`config.mk`:
```
export PLATFORM = sky130hd
export DESIGN_NAME = mux_result_serializer
export DESIGN_NICKNAME = d
export VERILOG_FILES = /design/src/rtl/mux_result_serializer.sv
export SDC_FILE = /design/constraint.sdc
export NUM_CORES = 1
export LEC_CHECK = 0
export CORE_AREA = 2 2 75 77
export DETAILED_ROUTE_END_ITERATION = 6
export DIE_AREA = 0 0 77 79
export GPL_TIMING_DRIVEN = 0
export PLACE_DENSITY = 0.73
export SYNTH_ARGS = -nofsm -noshare
export SYNTH_HDL_FRONTEND = slang
export SYNTH_SLANG_ARGS = --single-unit
```
`constraint.sdc`:
```
create_clock -name clk -period 2.2 [get_ports clk]
set_input_delay 0.44 -clock clk [delete_from_list [all_inputs] [get_ports clk]]
set_output_delay 0.44 -clock clk [all_outputs]
set_load 0.01 [all_outputs]
```
`src/rtl/mux_result_serializer.sv`:
```
// Result serializer: buffers selector words in a FIFO
// and shifts them out MSB-first as strobed serial frames.
module mux_result_serializer #(
  parameter int DATA_W = 8,
  parameter int DEPTH  = 4
) (
  input  logic                     clk,
  input  logic                     rst,
  input  logic [DATA_W-1:0]        in_data,
  input  logic                     in_valid,
  output logic                     in_ready,
  output logic                     ser_out,
  output logic                     ser_frame,
  output logic                     ser_last,
  output logic [$clog2(DEPTH):0]   fifo_count,
  output logic [7:0]               frame_cnt
);

  localparam int AW = $clog2(DEPTH);
  localparam int CW = AW + 1;
  localparam int IW = $clog2(DATA_W);

  localparam logic [0:0] S_IDLE  = 1'b0;
  localparam logic [0:0] S_SHIFT = 1'b1;

  logic [DATA_W-1:0] mem_q [DEPTH];
  logic [AW-1:0]     wr_ptr_q, wr_ptr_d;
  logic [AW-1:0]     rd_ptr_q, rd_ptr_d;
  logic [CW-1:0]     count_q, count_d;
  logic [0:0]        state_q, state_d;
  logic [DATA_W-1:0] shreg_q, shreg_d;
  logic [IW-1:0]     bit_idx_q, bit_idx_d;
  logic              frame_q, frame_d;
  logic              last_q, last_d;
  logic [7:0]        fcnt_q, fcnt_d;

  logic push;
  logic pop;
  logic last_bit;

  // Handshake, pop decision and FIFO pointer/count update
  always_comb begin
    in_ready = (count_q < CW'(DEPTH));
    push     = in_valid && in_ready;
    last_bit = (state_q == S_SHIFT) &&
               (bit_idx_q == '0);
    pop      = (count_q != '0) &&
               ((state_q == S_IDLE) || last_bit);
    wr_ptr_d = push ? wr_ptr_q + AW'(1)
                    : wr_ptr_q;
    rd_ptr_d = pop ? rd_ptr_q + AW'(1)
                   : rd_ptr_q;
    count_d  = count_q;
    if (push && !pop)
      count_d = count_q + CW'(1);
    else if (pop && !push)
      count_d = count_q - CW'(1);
  end

  // Frame sequencing: load, shift, chain or go idle
  always_comb begin
    state_d   = state_q;
    shreg_d   = shreg_q;
    bit_idx_d = bit_idx_q;
    frame_d   = frame_q;
    last_d    = last_q;
    fcnt_d    = fcnt_q;
    if (last_bit)
      fcnt_d = fcnt_q + 8'd1;
    if (pop) begin
      state_d   = S_SHIFT;
      shreg_d   = mem_q[rd_ptr_q];
      bit_idx_d = IW'(DATA_W - 1);
      frame_d   = 1'b1;
      last_d    = 1'b0;
    end else if (last_bit) begin
      state_d   = S_IDLE;
      shreg_d   = '0;
      bit_idx_d = '0;
      frame_d   = 1'b0;
      last_d    = 1'b0;
    end else if (state_q == S_SHIFT) begin
      shreg_d   = shreg_q << 1;
      bit_idx_d = bit_idx_q - IW'(1);
      last_d    = (bit_idx_q == IW'(1));
    end
  end

  // FIFO storage; contents need no reset
  always_ff @(posedge clk) begin
    if (push)
      mem_q[wr_ptr_q] <= in_data;
  end

  // Control and output registers
  always_ff @(posedge clk) begin
    if (rst) begin
      wr_ptr_q  <= '0;
      rd_ptr_q  <= '0;
      count_q   <= '0;
      state_q   <= S_IDLE;
      shreg_q   <= '0;
      bit_idx_q <= '0;
      frame_q   <= 1'b0;
      last_q    <= 1'b0;
      fcnt_q    <= '0;
    end else begin
      wr_ptr_q  <= wr_ptr_d;
      rd_ptr_q  <= rd_ptr_d;
      count_q   <= count_d;
      state_q   <= state_d;
      shreg_q   <= shreg_d;
      bit_idx_q <= bit_idx_d;
      frame_q   <= frame_d;
      last_q    <= last_d;
      fcnt_q    <= fcnt_d;
    end
  end

  assign ser_out    = shreg_q[DATA_W-1];
  assign ser_frame  = frame_q;
  assign ser_last   = last_q;
  assign fifo_count = count_q;
  assign frame_cnt  = fcnt_q;

endmodule

```
## Yosys cells after proc, flatten, opt, wreduce, memory -nomap -nowiden

Memories as Yosys holds them, arrays and structs flattened. A register that Yosys moved wholly into a read port is not among the register bits.
Cells that the tools add are included.

- Flip-flop bits (word level): 28
- Bits in latches: 0
- Bits in writable memories: 32
- Bits in read-only memories: 0
- Input port bits: 11
- Output and inout port bits: 15
- Word-level logic and storage cells: 46
- Memories: 1

Memories:

| name | depth | bits a word | rd ports | clocked after Yosys merged registers in | wr ports | line | source |
|---|---|---|---|---|---|---|---|
| mem_q | 4 | 8 | 1 | 1 | 1 | 26 | `logic [DATA_W-1:0] mem_q [DEPTH];` |

- Add/subtract/negate cells: 6
- Multipliers: 0
- Div/mod/pow operators: 0
- Magnitude comparators: 1
- Eq/ne operators: 1
- Shift-type cells: 0
- Mux-type cells: 14
- Bitwise logic cells: 1
- Reductions and logical operators: 14

Operator list:

| cell | number |
|---|---|
| 8-bit two-way mux | 3 |
| 3-bit two-way mux | 5 |
| 8-bit by 1-bit adder with 8-bit output (second input constant) | 1 |
| 3-bit nonzero test | 2 |
| 3-bit by 1-bit subtractor with 3-bit output (second input constant) | 2 |
| 1-bit logical AND | 5 |
| 2-bit by 1-bit adder with 2-bit output (second input constant) | 2 |
| 1-bit two-way mux | 4 |
| 2-bit two-way mux | 2 |
| 2-bit nonzero test | 2 |
| 3-bit by 1-bit adder with 3-bit output (second input constant) | 1 |
| 3-bit by 1-bit == test with 1-bit output (second input constant) | 1 |
| 3-bit zero test | 1 |
| 3-bit < comparator (second input constant) | 1 |
| 3-bit OR reduction | 1 |
| 1-bit zero test | 2 |
| 1-bit logical OR | 1 |
| 1-bit NOT | 1 |

## Depth between registers and ports, before layout

Gate-level depths: netlist of run 1.

- Depth after elaboration: 7
- Mapped depth: 12
- Gate-level depth less buffers: 11

## Worst setup path after synthesis of run 1

OpenSTA, ideal clock, no wires.

- Kind: register -> register
- Start: reg bit_idx_q[0]
- End: reg count_q[2] (netlist: fifo_count[2])
- Setup time: 71 ps
- Arrival: 2201 ps
- Data required time: 2129 ps
- Path slack: -72 ps
- Stages on the path, launching flop included: 13
- Path buffers: 1
- Clock period less this slack: 2272 ps
- Path through: dfxtp_1 inv_1 ha_1 nand2b_1 buf_2 a21oi_1 inv_1 ha_1 inv_1 fa_1 xor2_1 or3_1 a21oi_1

- Longest elaborated chain between the ends: 7
- Elaborated cells on any way between the ends: 9
- Classes of those cells: mux (1); reduce/logical (8)

Ends and longest elaborated chain:

| what | line | source |
|---|---|---|
| from (decl) | 32 | `logic [IW-1:0] bit_idx_q, bit_idx_d;` |
| from (signal assigned) | 113 | `bit_idx_q <= bit_idx_d;` |
| 3-bit zero test (*) | 46 | `(bit_idx_q == '0);` |
| 1-bit logical AND (*) | 45 | `last_bit = (state_q == S_SHIFT) &&` |
| 1-bit logical OR (*) | 48 | `((state_q == S_IDLE) \|\| last_bit);` |
| 1-bit logical AND (*) | 47 | `pop = (count_q != '0) &&` |
| 1-bit zero test | 54 | `if (push && !pop)` |
| 1-bit logical AND | 54 |  |
| 3-bit two-way mux / 2-bit nonzero test (equally long branches) | - |  |
| to (signal assigned) | 110 | `count_q <= count_d;` |
| to (decl) | 29 | `logic [CW-1:0] count_q, count_d;` |

Mark *: on every way between the ends. The rest lies on a longest branch, timed or not.
A chain may end at the register's enable or synchronous reset.

## Worst setup path in the final report of run 1

- Start: reg bit_idx_q[1]
- End: reg count_q[2] (netlist: fifo_count[2])

Same word-level chain as after synthesis.

==> impl_metrics.json, run 1 <==
{
  "setup_viol": 0,
  "ios": 26,
  "clock_sinks": 62,
  "rr_worst_depth": 12,
  "firstDrtPassIters": 4,
  "yosysWarnings": 0,
  "post-route-min-period_ps": 2077,
  "outcome": "completed",
  "die_x_um": 77,
  "grt_overflow": 0,
  "power.leakage_nw": 1.113,
  "finalWirelength_um": 4135,
  "setup.worst_path.start": "bit_idx_q[1]",
  "vias": 1551,
  "yosysTopAreaCellShare_pct": 37.61,
  "syn_to_final_growth_pct": 24.19,
  "grt_pass1_wl_um": 6865,
  "worst_pin_slew_ps": 498.6,
  "yosysTopAreaCell": "edfxtp_1",
  "synth_seq_area_share_pct": 61.12,
  "design.die.area_mm2": 0.006083,
  "drive_gt1_share_pct": 19.83,
  "hold_viol": 0,
  "row_count": 27,
  "rsz0062_at_grt": "no",
  "first_global_vias": 1429,
  "cts-htree-levels": 3,
  "avgRoutedWirePerCell_um": 13.38,
  "clock_skew_ps": 11.59,
  "cts_buffer_depth": 2,
  "worstHoldPathCells": 1,
  "fin_crit_sh_pct": 94.39,
  "grt_util_all_layers_pct": 15.24,
  "cts_buffers": 9,
  "first_iter_violations": 58,
  "insertion_delay_ps": 350,
  "worstPathRequired_ps": 2470,
  "diodes": 0,
  "drc": 0,
  "worstSetupPathType": "register to register",
  "clk_pin_slew_ps": 80,
  "relSlewSlack_pct": 66.76,
  "min_from": "shreg_q[3]",
  "gp_congestion": 0.7811,
  "cts_hold_buf": 0,
  "cts_tree": "done",
  "synth_area_mm2": 0.002555,
  "via_per_inst": 5.019,
  "timing.reg2reg.setup_slack_ps": 120,
  "cp_data_arrival_time_ps": 2350,
  "final_cells": 309,
  "start_util_pct": 47.87,
  "ys_seq_elements": 62,
  "final_antenna_net_count": 0,
  "r2r-end": "fifo_count[2]",
  "crit_fanout": 4,
  "finalMaxSlewViolations": 0,
  "irDropWorstVdd_v": 0.0006282,
  "worstSetupEndpointType": "register",
  "cap_violations": 0,
  "die_h_um": 79,
  "dp_cells": 289,
  "netlist_top_cells_area": "edfxtp_1 38%, dfxtp_1 24%, mux4_2 6.2%, ha_1 4.4%, a221o_1 2.7%",
  "grt_max_degree": 15,
  "grt_antenna_before_repair": 0,
  "syn-instance-count": 193,
  "yosysUniqueCellTypes": 37,
  "power_w": 0.003868,
  "path_cells": "inv_4, ha_4, nand2b_4, buf_6, a21oi_4, inv_2, ha_4, inv_2, fa_2, xor2_1, or3_1, a21oi_1",
  "crit_slowest_cell": "dfxtp_2",
  "core-area_mm2": 0.005338,
  "synth_fp_nets": 214,
  "max_freq_mhz": 481.5,
  "cp-start-kind": "register",
  "slowest_delay_ps": 350,
  "hold_class": "register to register",
  "postSynthAreaPerCell_um2": 13.24,
  "power_density_mw_per_mm2": 1219,
  "rr_startpoint": "bit_idx_q[1]",
  "clockRootBuffer": "clkbuf_8",
  "whs_endpoint": "shreg_q[4]",
  "nets": 253,
  "portBuffers": 24,
  "dp_hpwl_um": 2770
}
[synthesized netlist by cell type]
cell type  count
ha_1           9
a31oi_1        1
nor3_1         5
a221oi_1       1
a21oi_1        8
and3b_1        1
and2_1         4
nand2_1        9
nand3_1        3
a21o_1         1
nand3b_1       1
fa_1           1
buf_6          1
nand2b_1       1
xor2_1         4
xnor2_1        7
a221o_1        7
a211oi_1       3
buf_2          2
mux4_1         1
edfxtp_1      32
a211o_4        1
nor4b_1        1
nor3_2         2
or3_4          1
dfxtp_1       30
nand4_1        1
nor2_1        16
buf_1          1
mux2i_1        1
nor4_1         1
clkbuf_1       4
nor2b_1        8
or3_1          2
inv_1         11
o21ai_0        4
mux4_2         7
[flip-flops by register name (all words and copies together), names as in the netlist, 2 cells and up, named ones only]
register    count
bit_idx_q       3
shreg_q         8
mem_q          32
fifo_count      3
frame_cnt       8
wr_ptr_q        2
rd_ptr_q        2
[report_power, final]
group | switching [W] | internal, W
clock | 0.000509 | 0.000435
combinational | 0.000619 | 0.000702
sequential | 0.000162 | 0.00144
[critical path: cells and delay by family, from the launching register on]
kind / cells / cell delay [ps]
compound gates: 2 / 180
xor+xnor: 1 / 160
fa+ha+maj: 3 / 640
buf+inv: 4 / 260
flops: 1 / 350
simple gates: 2 / 400
[logic make-up after synthesis]
| family | Yosys count | share of synthesized area [%] |
|---|---|---|
| simple gates | 56 | 11.61 |
| xor+xnor | 11 | 3.771 |
| fa+ha+maj | 10 | 5.191 |
| mux | 9 | 7.591 |
| flops | 62 | 61.12 |
| compound gates | 26 | 7.542 |
| buf+inv | 19 | 3.183 |
[stage by stage]
| step | cell area, um2 | utilization [%] | hold slack, ps | worst slack, ps | TNS, ps |
|---|---|---|---|---|---|
| final | 3173 | 59.45 | 491.9 | 123.3 | 0 |
| after global routing | 3173 | 59.45 | 520.5 | 3.455 | 0 |
| after CTS | 3128 | 58.60 | 482.5 | 7.349 | 0 |
| after detailed placement | 2890 | 54.15 | 474.0 | -436.5 | -580.6 |
| after global placement | 2890 | 54.15 | 467.9 | -407.5 | -519.1 |
| after floorplan | 2560 | - | 455.4 | 3.542 | 0 |
[routing by layer]
layer | track usage (%) | vias to the layer above | share of wire [%]
li1 | - | 783 | -
met1 | 18.50 | 734 | 46
met2 | 24.21 | 27 | 48
met3 | 5.114 | 7 | 3.6
met4 | 8.214 | 0 | 2.2
met5 | 0 | - | 0
[worst max path at each step]
stage	end	slack (ps)	cells past startpoint
3_3_place_gp	fifo_count[2]	-410	9
3_5_place_dp	fifo_count[2]	-440	9
2_1_floorplan	fifo_count[2]	4	12
4_1_cts	fifo_count[2]	7	12
5_1_grt	fifo_count[2]	3	12
6_report	fifo_count[2]	120	12
[cells in the final DEF (no fill, tap or decap), drive strengths merged]
master,count
nor2b,8
or3,3
nand4,1
and2,4
mux4,8
a211o,1
nand3b,1
clkbuf,13
nand3,3
and3b,1
nand2,9
a221o,7
nor4b,1
mux2i,1
a211oi,3
a221oi,1
inv,17
clkinvlp,1
clkdlybuf4s50,24
xnor2,7
dfxtp,30
nand2b,1
xor2,4
buf,8
a31oi,1
nor2,16
a21oi,8
ha,9
o21ai,4
nor4,1
edfxtp,32
fa,1
nor3,7
a21o,1
[cell type report]
type | instances | area [um2]
Clock inverter | 7 | 62.56
Tap cell | 72 | 90.09
Timing Repair Buffer | 28 | 270.3
Buffer | 8 | 52.55
Clock buffer | 9 | 123.9
Sequential cell | 62 | 1565
Multi-Input combinational cell | 112 | 964.7
Fill cell | 456 | 2165
Inverter | 11 | 43.79
[timing repair]
action                                  4_1_cts  5_1_grt
hold endpoints to repair                      0        0
pin swaps                                     1        4
endpoints found under the setup margin        2        1
resized for setup                             9       13
setup buffers                                 3        1
(Power assumes the default switching activity.)
==> run 2: changes to the inputs <==
--- a/config.mk
+++ b/config.mk
@@ -5,6 +5,7 @@
 export SDC_FILE = /design/constraint.sdc
 export NUM_CORES = 1
 export LEC_CHECK = 0
+export CAP_MARGIN = 15
 export CORE_AREA = 2 2 75 77
 export DETAILED_ROUTE_END_ITERATION = 6
 export DIE_AREA = 0 0 77 79
==> results of run 2 <==
Same layout as run 1: the final DEF is identical, and so are final timing and power.
==> run 3: changes to the inputs <==
--- a/config.mk
+++ b/config.mk
@@ -6,11 +6,11 @@
 export NUM_CORES = 1
 export LEC_CHECK = 0
 export CAP_MARGIN = 15
-export CORE_AREA = 2 2 75 77
+export CORE_AREA = 2 2 58 100
 export DETAILED_ROUTE_END_ITERATION = 6
-export DIE_AREA = 0 0 77 79
+export DIE_AREA = 0 0 60 102
 export GPL_TIMING_DRIVEN = 0
-export PLACE_DENSITY = 0.73
+export PLACE_DENSITY = 0.72
 export SYNTH_ARGS = -nofsm -noshare
 export SYNTH_HDL_FRONTEND = slang
 export SYNTH_SLANG_ARGS = --single-unit
==> impl_metrics.json, run 3 (synthesis results as in run 1) <==
{
  "outcome": "completed",
  "insertion_delay_ps": 340,
  "nets": 254,
  "clockRootBuffer": "clkbuf_8",
  "postPlaceCellArea_mm2": 0.002893,
  "stdcell_area_mm2": 0.003139,
  "critPathTopFamily": "buffers and inverters",
  "hold_viol": 0,
  "fin_crit_sh_pct": 94.88,
  "clock_sinks": 62,
  "core-area_mm2": 0.005299,
  "final_cells": 312,
  "p_seq_share_pct": 43.0,
  "grt_pass1_wl_um": 6824,
  "start_util_pct": 48.22,
  "die_x_um": 60,
  "final_common_cell": "edfxtp_1",
  "cts_buffer_depth": 2,
  "avgRoutedWirePerCell_um": 13.14,
  "holdWs_ps": 489.0,
  "finalMaxSlewViolations": 0,
  "setup_viol": 0,
  "irDropWorstVdd_v": 0.0007174,
  "path_cells": "clkdlybuf4s50_1, nor2b_1, clkbuf_2, ha_2, inv_1, fa_2, xor2_1, or3_1, a21oi_1",
  "path_depth": 9,
  "crit_slowest_cell": "clkdlybuf4s50_1",
  "power_density_mw_per_mm2": 1180,
  "relSlewSlack_pct": 66.25,
  "worst_pin_slew_ps": 506.2,
  "crit_fanout": 8,
  "cp_data_arrival_time_ps": 2360,
  "slowest_delay_ps": 450,
  "final_cell_mix": "32 x edfxtp_1, 28 x dfxtp_1, 24 x clkdlybuf4s50_1",
  "max_freq_mhz": 479.1,
  "grt_util_all_layers_pct": 15.71,
  "clk_pin_slew_ps": 70,
  "crit_end": "fifo_count[2]",
  "ios": 26,
  "swShare_pct": 32.07,
  "worstSetupPathType": "primary input to register",
  "worstPathRequired_ps": 2470,
  "finalWirelength_um": 4100,
  "clock_skew_ps": 5.959,
  "drc": 0,
  "power.leakage_nw": 1.100,
  "post-route-min-period_ps": 2087,
  "portBuffers": 24,
  "switchingPower_w": 0.001188,
  "cap_violations": 0,
  "first_iter_violations": 78,
  "design.die.area_mm2": 0.006120,
  "clkPwrFrac_pct": 23.2,
  "timing.reg2reg.setup_slack_ps": 110,
  "cts_tree": "done",
  "diodes": 0,
  "dp_cells": 291,
  "gp_congestion": 0.7685,
  "drive_gt1_share_pct": 18.07,
  "cts_buffers": 9,
  "p_comb_share_pct": 33.7,
  "grt_max_degree": 13,
  "cts-htree-levels": 3,
  "hold_class": "register to register",
  "row_count": 35,
  "grt_antenna_before_repair": 0,
  "r2r-end": "fifo_count[2]",
  "worstSetupEndpointType": "register",
  "cp_num_buf_inv": 3,
  "fin_util_pct": 59.24,
  "dp_hpwl_um": 2804,
  "rr_worst_depth": 12,
  "rr_startpoint": "bit_idx_q[1]",
  "grt_overflow": 0,
  "first_global_vias": 1534,
  "top_register": "mem_q",
  "vias": 1562,
  "intPower_w": 0.002516,
  "die_h_um": 102,
  "cp-start-kind": "primary input",
  "final_antenna_net_count": 0,
  "via_per_inst": 5.006,
  "syn_to_final_growth_pct": 22.87,
  "firstDrtPassIters": 4,
  "largest_register_ffs": 32,
  "cts_hold_buf": 0,
  "setup.worst_path.start": "in_valid"
}
[run 3: routing by layer]
layer  global-route usage, %  vias up  share of wire (%)
met5                       0        -                  0
met4                   11.28        0                2.8
met3                   4.177        7                3.2
met2                   25.75       27                 52
met1                   16.92      744                 42
li1                        -      784                  -
[run 3: area by class of cell]
type	count	area, um2
clock buffer	9	123.9
buffer	8	50.05
timing repair buffer	29	277.8
multi-input combinational	112	939.7
tap	74	92.59
inverter	11	41.29
sequential	62	1564
fill	430	2160
clock inverter	7	50.05
[run 3: worst min-delay path by stage]
| stage | startpoint | end | slack [ps] | cells past startpoint |
|---|---|---|---|---|
| 2_1_floorplan | shreg_q[1] | shreg_q[2] | 460 | 1 |
| 3_3_place_gp | shreg_q[5] | shreg_q[6] | 470 | 1 |
| 3_5_place_dp | shreg_q[6] | shreg_q[7] | 470 | 1 |
| 4_1_cts | rst | bit_idx_q[0] | 480 | 2 |
| 5_1_grt | shreg_q[2] | shreg_q[3] | 510 | 1 |
| 6_report | shreg_q[7] | shreg_q[7] | 490 | 1 |
[run 3: timing repair]
item                                    in CTS  in global routing
setup buffers                                2                  3
endpoints found under the hold margin        0                  0
endpoints found under the setup margin       2                  1
resized for setup                            8                  4
pin swaps                                    0                  3
[run 3: per-stage QoR]
stage / setup TNS (ps) / setup WS [ps] / power, W
floorplan: 0 / 3.542 / 0.002417
global placement: -474.8 / -384.1 / 0.002702
detailed placement: -537.3 / -413.6 / 0.002725
CTS: 0 / 10.91 / 0.003688
global route: -20.13 / -20.13 / 0.003961
finish: 0 / 112.6 / 0.003704
[run 3: power groups by stage]
stage / registers (W) / clock network (W) / logic [W]
floorplan: 0.00160 / 0 / 0.000822
finish: 0.00159 / 0.000861 / 0.00125
detailed placement: 0.00161 / 0 / 0.00112
CTS: 0.00159 / 0.000891 / 0.00121
global route: 0.00162 / 0.000941 / 0.00140
global placement: 0.00160 / 0 / 0.00110
